[config.mk]
export PLATFORM = sky130hd
export DESIGN_NAME = index_packer_flat
export DESIGN_NICKNAME = d
export VERILOG_FILES = /design/src/rtl/index_packer_if.sv /design/src/rtl/index_packer.sv /design/src/flat_wrapper.sv
export SDC_FILE = /design/constraint.sdc
export NUM_CORES = 1
export LEC_CHECK = 0
export ABC_AREA = 1
export CAP_MARGIN = 25
export CORE_MARGIN = 5
export CORE_UTILIZATION = 45
export DETAILED_ROUTE_END_ITERATION = 10
export GPL_ROUTABILITY_DRIVEN = 0
export PLACE_DENSITY_LB_ADDON = 0.08
export REMOVE_ABC_BUFFERS = 1
export SYNTH_ARGS = -nofsm -noshare
export SYNTH_HDL_FRONTEND = slang
export SYNTH_SLANG_ARGS = --single-unit
[constraint.sdc]
create_clock -name clk -period 2 [get_ports clk]
set_clock_uncertainty 0.2 [all_clocks]
set_input_delay 0.4 -clock clk [delete_from_list [all_inputs] [get_ports clk]]
set_output_delay 0.4 -clock clk [all_outputs]
set_load 0.05 [all_outputs]
[src/rtl/index_packer_if.sv]
// Bus bundle for index_packer: encoder sample inputs plus the word readout handshake.
// master drives samples and dout_ready; slave is the packer itself.
interface index_packer_if #(
  parameter int log2N      = 2,
  parameter int WORD_WIDTH = 8
);
  logic                  sample;
  logic [log2N-1:0]      P_IN;
  logic                  F_IN;
  logic                  flush;
  logic [WORD_WIDTH-1:0] dout;
  logic                  dout_valid;
  logic                  dout_ready;
  logic                  overflow;
  logic [15:0]           miss_cnt;

  modport master (
    output sample, P_IN, F_IN, flush, dout_ready,
    input  dout, dout_valid, overflow, miss_cnt
  );

  modport slave (
    input  sample, P_IN, F_IN, flush, dout_ready,
    output dout, dout_valid, overflow, miss_cnt
  );
endinterface

[src/rtl/index_packer.sv]
// Packs found encoder indices LSB-first into words and queues them in a FWFT FIFO.
// Optional miss counter enabled by defining INDEX_PACKER_MISS_CNT_EN.
module index_packer #(
  parameter int log2N      = 2,
  parameter int WORD_WIDTH = 8,
  parameter int FIFO_DEPTH = 4,
  parameter int FIFO_AW    = 2
) (
  input  logic         clk,
  input  logic         rst_n,
  index_packer_if.slave bus
);
  localparam int PACK_COUNT = WORD_WIDTH / log2N;
  localparam int FILL_W     = (PACK_COUNT > 1) ? $clog2(PACK_COUNT) : 1;

  logic [WORD_WIDTH-1:0] acc_reg;
  logic [WORD_WIDTH-1:0] acc_merged;
  logic [FILL_W-1:0]     fill_reg;
  logic                  accept;
  logic                  word_done;
  logic                  push;
  logic                  push_ok;
  logic                  pop;
  logic                  full;
  logic                  not_empty;

  logic [WORD_WIDTH-1:0] mem [FIFO_DEPTH];
  logic [FIFO_AW-1:0]    wr_ptr_reg;
  logic [FIFO_AW-1:0]    rd_ptr_reg;
  logic [FIFO_AW:0]      count_reg;
  logic                  overflow_reg;

  assign accept    = bus.sample & bus.F_IN;
  assign word_done = accept && (fill_reg == FILL_W'(PACK_COUNT - 1));
  // A flush on an empty word still pushes when a sample lands in that same cycle.
  assign push      = word_done || (bus.flush && (accept || (fill_reg != '0)));

  generate
    for (genvar gi = 0; gi < PACK_COUNT; gi++) begin : g_field
      assign acc_merged[gi*log2N +: log2N] =
        (accept && (fill_reg == FILL_W'(gi))) ? bus.P_IN : acc_reg[gi*log2N +: log2N];
    end
  endgenerate

  always_ff @(posedge clk) begin
    if (!rst_n) begin
      acc_reg  <= '0;
      fill_reg <= '0;
    end else if (push) begin
      acc_reg  <= '0;
      fill_reg <= '0;
    end else if (accept) begin
      acc_reg  <= acc_merged;
      fill_reg <= fill_reg + FILL_W'(1);
    end
  end

  assign not_empty = (count_reg != '0);
  assign full      = (count_reg == (FIFO_AW+1)'(FIFO_DEPTH));
  assign pop       = not_empty & bus.dout_ready;
  // When full, the slot being popped is the one written, so push+pop is safe.
  assign push_ok   = push & (~full | pop);

  always_ff @(posedge clk) begin
    if (push_ok) begin
      mem[wr_ptr_reg] <= acc_merged;
    end
  end

  always_ff @(posedge clk) begin
    if (!rst_n) begin
      wr_ptr_reg   <= '0;
      rd_ptr_reg   <= '0;
      count_reg    <= '0;
      overflow_reg <= 1'b0;
    end else begin
      if (push_ok) wr_ptr_reg <= wr_ptr_reg + FIFO_AW'(1);
      if (pop)     rd_ptr_reg <= rd_ptr_reg + FIFO_AW'(1);
      case ({push_ok, pop})
        2'b10:   count_reg <= count_reg + (FIFO_AW+1)'(1);
        2'b01:   count_reg <= count_reg - (FIFO_AW+1)'(1);
        default: count_reg <= count_reg;
      endcase
      if (push && !push_ok) overflow_reg <= 1'b1;
    end
  end

  assign bus.dout_valid = not_empty;
  assign bus.dout       = not_empty ? mem[rd_ptr_reg] : '0;
  assign bus.overflow   = overflow_reg;

`ifdef INDEX_PACKER_MISS_CNT_EN
  logic [15:0] miss_cnt_reg;

  always_ff @(posedge clk) begin
    if (!rst_n) begin
      miss_cnt_reg <= '0;
    end else if (bus.sample && !bus.F_IN && (miss_cnt_reg != 16'hFFFF)) begin
      miss_cnt_reg <= miss_cnt_reg + 16'd1;
    end
  end

  assign bus.miss_cnt = miss_cnt_reg;
`else
  assign bus.miss_cnt = 16'h0000;
`endif
endmodule

[src/flat_wrapper.sv]
// flat-port wrapper written by rule: the top's interface ports become plain ports
module index_packer_flat 
#(
  parameter int log2N      = 2,
  parameter int WORD_WIDTH = 8,
  parameter int FIFO_DEPTH = 4,
  parameter int FIFO_AW    = 2
)
  (clk, rst_n, bus_sample, bus_P_IN, bus_F_IN, bus_flush, bus_dout_ready, bus_dout, bus_dout_valid, bus_overflow, bus_miss_cnt);
  index_packer_if #(.log2N(log2N), .WORD_WIDTH(WORD_WIDTH)) bus_i ();
  input  logic clk;
  input  logic rst_n;
  input wire logic [$bits(bus_i.sample)-1:0] bus_sample;
  input wire logic [$bits(bus_i.P_IN)-1:0] bus_P_IN;
  input wire logic [$bits(bus_i.F_IN)-1:0] bus_F_IN;
  input wire logic [$bits(bus_i.flush)-1:0] bus_flush;
  input wire logic [$bits(bus_i.dout_ready)-1:0] bus_dout_ready;
  output wire logic [$bits(bus_i.dout)-1:0] bus_dout;
  output wire logic [$bits(bus_i.dout_valid)-1:0] bus_dout_valid;
  output wire logic [$bits(bus_i.overflow)-1:0] bus_overflow;
  output wire logic [$bits(bus_i.miss_cnt)-1:0] bus_miss_cnt;
  assign bus_i.sample = bus_sample;
  assign bus_i.P_IN = bus_P_IN;
  assign bus_i.F_IN = bus_F_IN;
  assign bus_i.flush = bus_flush;
  assign bus_i.dout_ready = bus_dout_ready;
  assign bus_dout = bus_i.dout;
  assign bus_dout_valid = bus_i.dout_valid;
  assign bus_overflow = bus_i.overflow;
  assign bus_miss_cnt = bus_i.miss_cnt;
  index_packer #(.log2N(log2N), .WORD_WIDTH(WORD_WIDTH), .FIFO_DEPTH(FIFO_DEPTH), .FIFO_AW(FIFO_AW)) u_core (.clk(clk), .rst_n(rst_n), .bus(bus_i));
endmodule
==> impl_metrics.yaml, run 1 <==
detailed_routing:
  ant_nets: 0
  vias: 1742
  wirelength_um: 4420
  wl_per_cell_um: 11.4
  drt_drc_violations_left: 0
  drt-initial-drc-count: 63
  first_pass_iters: 4
  vias_per_cell: 4.48
timing:
  rsz0062_at_grt: "yes"
  holdWs_ns: 0.259
  drv_slew: 0
  fmax_mhz: 495
  hold_viol_final: 0
  final-setup-viol-count: 8
  setup_tns_ns: -0.125
  period_needed_ns: 2.02
  setup_ws_ns: -0.0211
  fin_crit_sh_pct: 101
clock_tree:
  cts_hold_buf: 0
  clk_latency_ns: 0.29
  htree_levels: 2
  clk_path_buf_depth: 2
  cts_sinks: 52
  cts_tree: "yes"
  root_buffer: "clkbuf_8"
  cts_buffers: 5
  clk_pin_slew_ns: 0.09
logic_synthesis:
  synth_simple_gate_area_share_pct: 15.8
  synthTopCellsByArea: "edfxtp_1 (39%), dfxtp_1 (16%), nor2_1 (7.2%)"
  syn_area_sq_um: 2440
  synth_top_cell_by_area: "edfxtp_1"
  postSynthCellCount: 257
  yosysUniqueCellTypes: 28
  synth_compound_area_share_pct: 9.39
  synth_top_family_by_area: "simple AND/OR/NAND/NOR gates"
  ys_ff_latch: 52
  synthAdderAreaFrac_pct: 5.44
  async_flop_share_pct: 0
  ys_seq_area_share_pct: 55.8
  synth_edf_count: 32
  avgSynthCellArea_sq_um: 9.49
  synth_top_flop_cell: "edfxtp_1"
  yosysWarnings: 0
  synth.area.mux_share_pct: 0
  yosysTopAreaCellShare_pct: 39.4
  synth_xor_xnor_area_share_pct: 0.359
floorplan:
  die_x_um: 83.6
  fp.dieH_um: 83.6
  initial_core_util_pct: 47.1
  num_rows: 26
  dieArea_sq_um: 6990
  core_area_sq_um: 5170
  ios: 34
power_and_ir_drop:
  p_clk_share_pct: 16.4
  intPower_uw: 2600
  powerDensity_nw_per_um2: 1280
  total_power_uw: 4200
  swShare_pct: 38.2
  peakVddDrop_v: 0.000870
  p_sw_uw: 1600
  p_comb_share_pct: 53.7
  p_leak_uw: 0.00144
  seq_power_share_pct: 30.0
grt:
  grt_max_degree: 18
  grt_antenna_before_repair: 0
  grt_use_total_pct: 13.3
  grt_pass1_wl_um: 7740
  grt_pass1_vias: 1761
  grt-ovfl-total: 0
placement:
  port_buffers: 17
  dpl.hpwl_um: 3280
setup_path:
  start_kind: "flip-flop"
  cp-end-kind: "output pin"
  critPathKind: "flip-flop to output pin"
  critPathMaxFanout: 8
  required_ns: 1.40
  cp_data_arrival_time_ns: 1.42
layout:
  drive_above_1_share_pct: 32.0
  largest_reg_flops: 32
  nets: 336
  nFillCells: 461
  num_antenna_cells: 0
  final_cell_mix: "nor2_1 (46), buf_4 (41), inv_1 (34)"
  final_common_cell: "nor2_1"
  area_growth_pct: 34.9
status:
  outcome: "complete, but fails checks"
  violations: "setup timing"
run:
  maxCapViolations: 0
min_path:
  hold_path.class: "flip-flop to flip-flop"
[per-stage QoR]
stage                     setup WS (ns)  instances  util [%]  cell area [sq um]
after floorplan                  -0.241        251         -               2330
after global placement           -0.504        374      57.3               2960
after detailed placement         -0.589        374      57.3               2960
after CTS                       -0.0239        386      62.5               3230
after global routing            -0.0978        389      63.6               3290
final                           -0.0211        389      63.6               3290
[cells in the mapped netlist, drive strengths merged (2+ instances only)]
| master | count |
|---|---|
| or2 | 2 |
| nor2 | 48 |
| clkbuf | 2 |
| a21oi | 17 |
| edfxtp | 32 |
| dfxtp | 20 |
| nand2 | 29 |
| inv | 41 |
| ha | 9 |
| nand3 | 6 |
| o21ai | 28 |
| buf | 19 |
[cells by family after synthesis]
family | Yosys count
xor gates and xnor gates | 1
and+or+nand+nor | 86
adders and majority gates | 10
DFF | 52
AOI/OAI and AO/OA | 45
buffers and inverters | 62
other | 1
[critical path: stages, from the launching register on]
cell and delay [ns]:
dfxtp_2 0.37, nor2_4 0.05, nand2_2 0.07, buf_6 0.10
clkinvlp_4 0.08, buf_12 0.16, a21oi_4 0.14, buf_12 0.15
[power by group through the flow]
stage          combinational [uW]  clock (uW)  sequential (uW)
6_report                     2250         688             1260
5_1_grt                      2410         757             1260
4_1_cts                      2160         708             1260
3_5_place_dp                 1790           0             1270
3_3_place_gp                 1780           0             1270
2_1_floorplan                 908           0             1290
[path summary, 6_finish.rpt]
check	slack (ns)	endpoint	from	depth (start not counted)
hold / removal	0.26	u_core.bus.overflow	u_core.bus.overflow	2
setup reg to reg	0.05	u_core.count_reg[2]	u_core.fill_reg[0]	11
hold reg to reg	0.26	u_core.bus.overflow	u_core.bus.overflow	2
setup / recovery	-0.02	bus_dout[2]	u_core.count_reg[0]	7
[per-layer routing]
metal / track usage, % / part of all wire, %
met3: 2.86 / 3.1
met2: 24.8 / 51
met4: 2.63 / 0.57
met5: 0 / 0
met1: 15.7 / 45
[cell type report]
class | count | area [sq um] | share of cell area (%)
multi-input combinational | 158 | 950 | 28.9
tap | 70 | 87.6 | 2.66
sequential | 52 | 1370 | 41.6
timing repair buffer | 60 | 606 | 18.4
inverter | 41 | 163 | 4.94
clock inverter | 1 | 8.76 | 0.266
clock buffer | 7 | 108 | 3.27
[what timing repair did]
item	CTS	global route
endpoints found under the setup margin	10	10
setup buffers	4	3
gates resized for setup	47	11
pin swaps	3	4
Power figures use the tool's default switching activity.
==> run 2, diff against run 1 <==
CAP_MARGIN = unset   (was 25)
CORE_UTILIZATION = 40   (was 45)
==> run 2 against run 1 <==
The flow still finishes with violations (setup timing). Flip-flop and latch count stayed put. Maximum frequency is 0.58% lower. Register-to-register slack hardly changed. Setup slack worse by 0.012 ns. Sequential power hardly changed. Non-clock buffer count is 3 lower. Worst hold slack better by 0.0048 ns. Cell count is 0.26% higher. Via count is 2.0% lower. Wire length is 8.3% higher. First-iteration DRC count is 32% lower. Clock power is 18% higher.
==> impl_metrics.yaml, run 2 (synthesis gave the netlist of run 1 again) <==
clock_tree:
  cts_sinks: 52
  cts_hold_buf: 0
  htree_levels: 2
  clk_pin_slew_ns: 0.09
  cts_tree: "yes"
  clk_latency_ns: 0.29
  cts_buffers: 5
  clk_path_buf_depth: 2
  root_buffer: "clkbuf_8"
grt:
  grt-ovfl-total: 0
  grt_use_total_pct: 12.5
  grt_pass1_vias: 1581
  grt_max_degree: 18
  grt_antenna_before_repair: 0
  grt_pass1_wl_um: 7420
timing:
  holdWs_ns: 0.264
  setup_ws_ns: -0.0330
  fmax_mhz: 492
  period_needed_ns: 2.03
  fin_crit_sh_pct: 102
  final-setup-viol-count: 7
  setup_tns_ns: -0.162
  hold_viol_final: 0
  drv_slew: 0
  rsz0062_at_grt: "yes"
detailed_routing:
  vias_per_cell: 4.38
  wirelength_um: 4790
  first_pass_iters: 4
  wl_per_cell_um: 12.3
  ant_nets: 0
  vias: 1708
  drt-initial-drc-count: 43
  drt_drc_violations_left: 0
setup_path:
  rrSetupSlack_ns: 0.06
  critPathKind: "flip-flop to output pin"
  start_kind: "flip-flop"
  cp_common_cell: "nor2_1"
  required_ns: 1.40
  critPathMaxFanout: 8
  path_cells: "clkbuf_16, nor2_1, nor2_1, o21ai_2, a21oi_4, buf_12"
  critPathMaxStageDelay_ns: 0.41
  cp_data_arrival_time_ns: 1.43
  cp-end-kind: "output pin"
  crit_slowest_cell: "dfxtp_4"
floorplan:
  fp.dieH_um: 88.1
  core_area_sq_um: 5920
  initial_core_util_pct: 41.2
  num_rows: 28
  ios: 34
  dieArea_sq_um: 7760
  die_x_um: 88.1
status:
  outcome: "complete, but fails checks"
  violations: "setup timing"
layout:
  area_growth_pct: 38.6
  nFillCells: 541
  num_antenna_cells: 0
  largest_reg_flops: 32
  final_common_cell: "nor2_1"
  drive_above_1_share_pct: 34.9
  nets: 333
  final_cell_mix: "nor2_1 (38), buf_4 (37), inv_1 (34)"
min_path:
  hold_path.class: "flip-flop to flip-flop"
power_and_ir_drop:
  peakVddDrop_v: 0.000869
  p_leak_uw: 0.00145
  powerDensity_nw_per_um2: 1270
placement:
  port_buffers: 17
  dpl.hpwl_um: 3170
run:
  maxCapViolations: 0
## run 2: changes by cell type in the layout (fill, tap and decap cells not counted), moves of 3 or more
cell,previous run,this run
nor2_1,46,38
nor2_2,1,6
buf_4,41,37
o21ai_1,14,10
o21ai_2,5,9
nor2_4,1,4
## run 2: worst paths after layout
| check | to | cells past startpoint | from |
|---|---|---|---|
| setup / recovery | bus_dout[5] | 6 | flip-flop |
| hold / removal | u_core.bus.overflow | 2 | u_core.bus.overflow |
| setup reg to reg | u_core.count_reg[2] | 11 | u_core.fill_reg[0] |
| hold reg to reg | u_core.bus.overflow | 2 | u_core.bus.overflow |
## run 2: critical path, delay by kind of cell, from the launching register on
kind                   cells  cell delay (ns)
AO/OA/AOI/OAI              2             0.26
buffers and inverters      2             0.32
flip-flops                 1             0.41
AND/OR/NAND/NOR            2             0.16
## run 2: report_power, final
group	internal [uW]	switching, uW	leakage [uW]	total [uW]
Clock	492	321	0.0000642	814
Combinational	966	1240	0.000921	2210
Sequential	1220	58.0	0.000463	1270
## run 2: metal layers
layer  GRT usage, %  share of wire [%]  vias to the layer above  wire [um]
met5              0                  0                        -          0
met4           4.67                1.1                        0         53
met3           2.54                3.5                        4        169
met2           21.0                 51                       31       2440
met1           15.8                 45                      769       2130
li1               -                  -                      904          -
## run 2: final cells by class
class | count | area, sq um | share of cell area [%]
repair buffers | 57 | 614 | 18.2
clock buffers | 5 | 68.8 | 2.04
multi-input cells | 158 | 1010 | 29.8
clock inverters | 2 | 60.1 | 1.78
well taps | 75 | 93.8 | 2.78
inverters | 41 | 161 | 4.78
flip-flops and latches | 52 | 1370 | 40.6
## run 2: stage by stage
stage	cells	util [%]	power, uW	area (sq um)	worst slack, ns
final	390	57.1	4290	3380	-0.0330
after global routing	390	57.1	4490	3380	-0.0986
after CTS	388	54.8	4170	3250	0.00194
after detailed placement	378	50.2	3090	2970	-0.626
after global placement	378	50.2	3090	2970	-0.572
after floorplan	251	-	2200	2330	-0.241
## run 2: timing repair
action,in CTS,in global routing
endpoints found under the hold margin,0,0
endpoints found under the setup margin,10,10
cloned,0,2
resized for setup,52,24
pin swaps,9,10
buffers inserted,4,0
==> run 3, diff against run 2 <==
CORE_ASPECT_RATIO = 0.8   (was unset)
==> run 3 against run 2 <==
The run still ends with setup timing left. Register-to-register slack worse by 0.02 ns. Cell count is 2.1% higher. Sequential power hardly changed. Sequential share of layout area is 0.61 points higher. Worst hold slack worse by 0.011 ns. Via count is 2.2% higher. First-iteration DRC count is 40% lower. Non-clock buffer count is 2 higher. Utilization is 0.87 points lower. Wire length is 1.6% higher. Critical path depth stayed put. Largest cell class unchanged.
==> impl_metrics.yaml, run 3 (synthesis gave the netlist of run 1 again) <==
status:
  outcome: "complete, but fails checks"
  violations: "setup timing"
floorplan:
  dieArea_sq_um: 7770
  core_area_sq_um: 5910
  die_x_um: 97.3
  fp.dieH_um: 79.8
  ios: 34
  num_rows: 25
  initial_core_util_pct: 41.2
power_and_ir_drop:
  p_leak_uw: 0.00144
  powerDensity_nw_per_um2: 1260
  peakVddDrop_v: 0.000388
  total_power_uw: 4190
min_path:
  hold_path.class: "flip-flop to flip-flop"
  holdCritStartpoint: "u_core.bus.overflow"
clock_tree:
  cts_buffers: 5
  cts_hold_buf: 0
  clk_pin_slew_ns: 0.09
  htree_levels: 2
  clk_path_buf_depth: 2
  cts_sinks: 52
  root_buffer: "clkbuf_8"
  cts_tree: "yes"
  clk_latency_ns: 0.30
timing:
  setup_ws_ns: -0.0295
  period_needed_ns: 2.03
  drv_slew: 0
  rsz0062_at_grt: "yes"
  final-setup-viol-count: 8
  fmax_mhz: 493
  fin_crit_sh_pct: 101
  hold_viol_final: 0
run:
  maxCapViolations: 0
detailed_routing:
  drt_drc_violations_left: 0
  first_pass_iters: 4
  wl_per_cell_um: 12.2
  ant_nets: 0
  drt-initial-drc-count: 26
  vias: 1746
  wirelength_um: 4870
  vias_per_cell: 4.39
layout:
  area_growth_pct: 36.3
  num_antenna_cells: 0
  final_cell_mix: "nor2_1 (40), buf_4 (39), inv_1 (37)"
  nets: 335
  utilization_pct: 56.2
  largest_reg_flops: 32
  final_common_cell: "nor2_1"
  drive_above_1_share_pct: 31.9
  final_area_sq_um: 3320
setup_path:
  r2r_start: "u_core.fill_reg[1]"
  critPathKind: "flip-flop to output pin"
  start_kind: "flip-flop"
  required_ns: 1.40
  cp-end-kind: "output pin"
  critPathMaxFanout: 4
  cp_data_arrival_time_ns: 1.43
placement:
  dpl_cell_area_sq_um: 2980
  dpl.hpwl_um: 3320
  port_buffers: 17
grt:
  grt_max_degree: 18
  grt_pass1_wl_um: 7870
  grt-ovfl-total: 0
  grt_pass1_vias: 1695
  grt_use_total_pct: 12.7
  grt_antenna_before_repair: 0
==> run 3: cell type report <==
| class | instances | area (sq um) |
|---|---|---|
| Clock inverter | 1 | 30.0 |
| Tap cell | 81 | 101 |
| Timing Repair Buffer | 59 | 629 |
| Multi-Input combinational cell | 158 | 958 |
| Inverter | 41 | 161 |
| Sequential cell | 52 | 1370 |
| Fill cell | 521 | 2590 |
| Clock buffer | 6 | 72.6 |
==> run 3: what timing repair did <==
item / in CTS / in global routing
setup endpoints to repair: 10 / 10
buffers inserted: 4 / 1
resized for setup: 44 / 17
pin swaps: 3 / 12
gates cloned: 0 / 2
==> run 3: routing by layer <==
metal / global-route usage [%] / routed length, um / vias to the layer above
met5: 0 / 0 / -
met2: 20.5 / 2240 / 33
met4: 4.56 / 62 / 0
met3: 2.53 / 197 / 8
met1: 17.2 / 2360 / 795
li1: - / - / 910
==> run 3: worst max-delay path: stages (launching register included) <==
cell	delay [ns]
dfxtp_4	0.40
clkbuf_16	0.16
nor2_4	0.03
nor2_2	0.11
o21ai_2	0.08
a21oi_4	0.18
buf_12	0.15
==> run 3: final timing paths <==
kind,end,slack [ns],cells after the start
setup / recovery,bus_dout[1],-0.03,6
hold / removal,u_core.bus.overflow,0.25,2
setup reg to reg,u_core.count_reg[2],0.04,11
hold reg to reg,u_core.bus.overflow,0.25,2
==> run 3: where the power goes <==
part | internal (uW) | switching [uW] | leakage (uW)
registers | 1220 | 58.1 | 0.000463
clock network | 367 | 324 | 0.0000513
logic | 1000 | 1220 | 0.000927
==> run 3: stage by stage <==
stage          setup WS [ns]  TNS, ns  cells  hold WS, ns
6_report             -0.0295   -0.136    398        0.253
5_1_grt               -0.107   -0.816    398        0.283
4_1_cts              -0.0305  -0.0443    395        0.259
3_5_place_dp          -0.609    -9.81    384        0.245
3_3_place_gp          -0.560    -8.90    384        0.241
2_1_floorplan         -0.241    -2.06    251        0.254
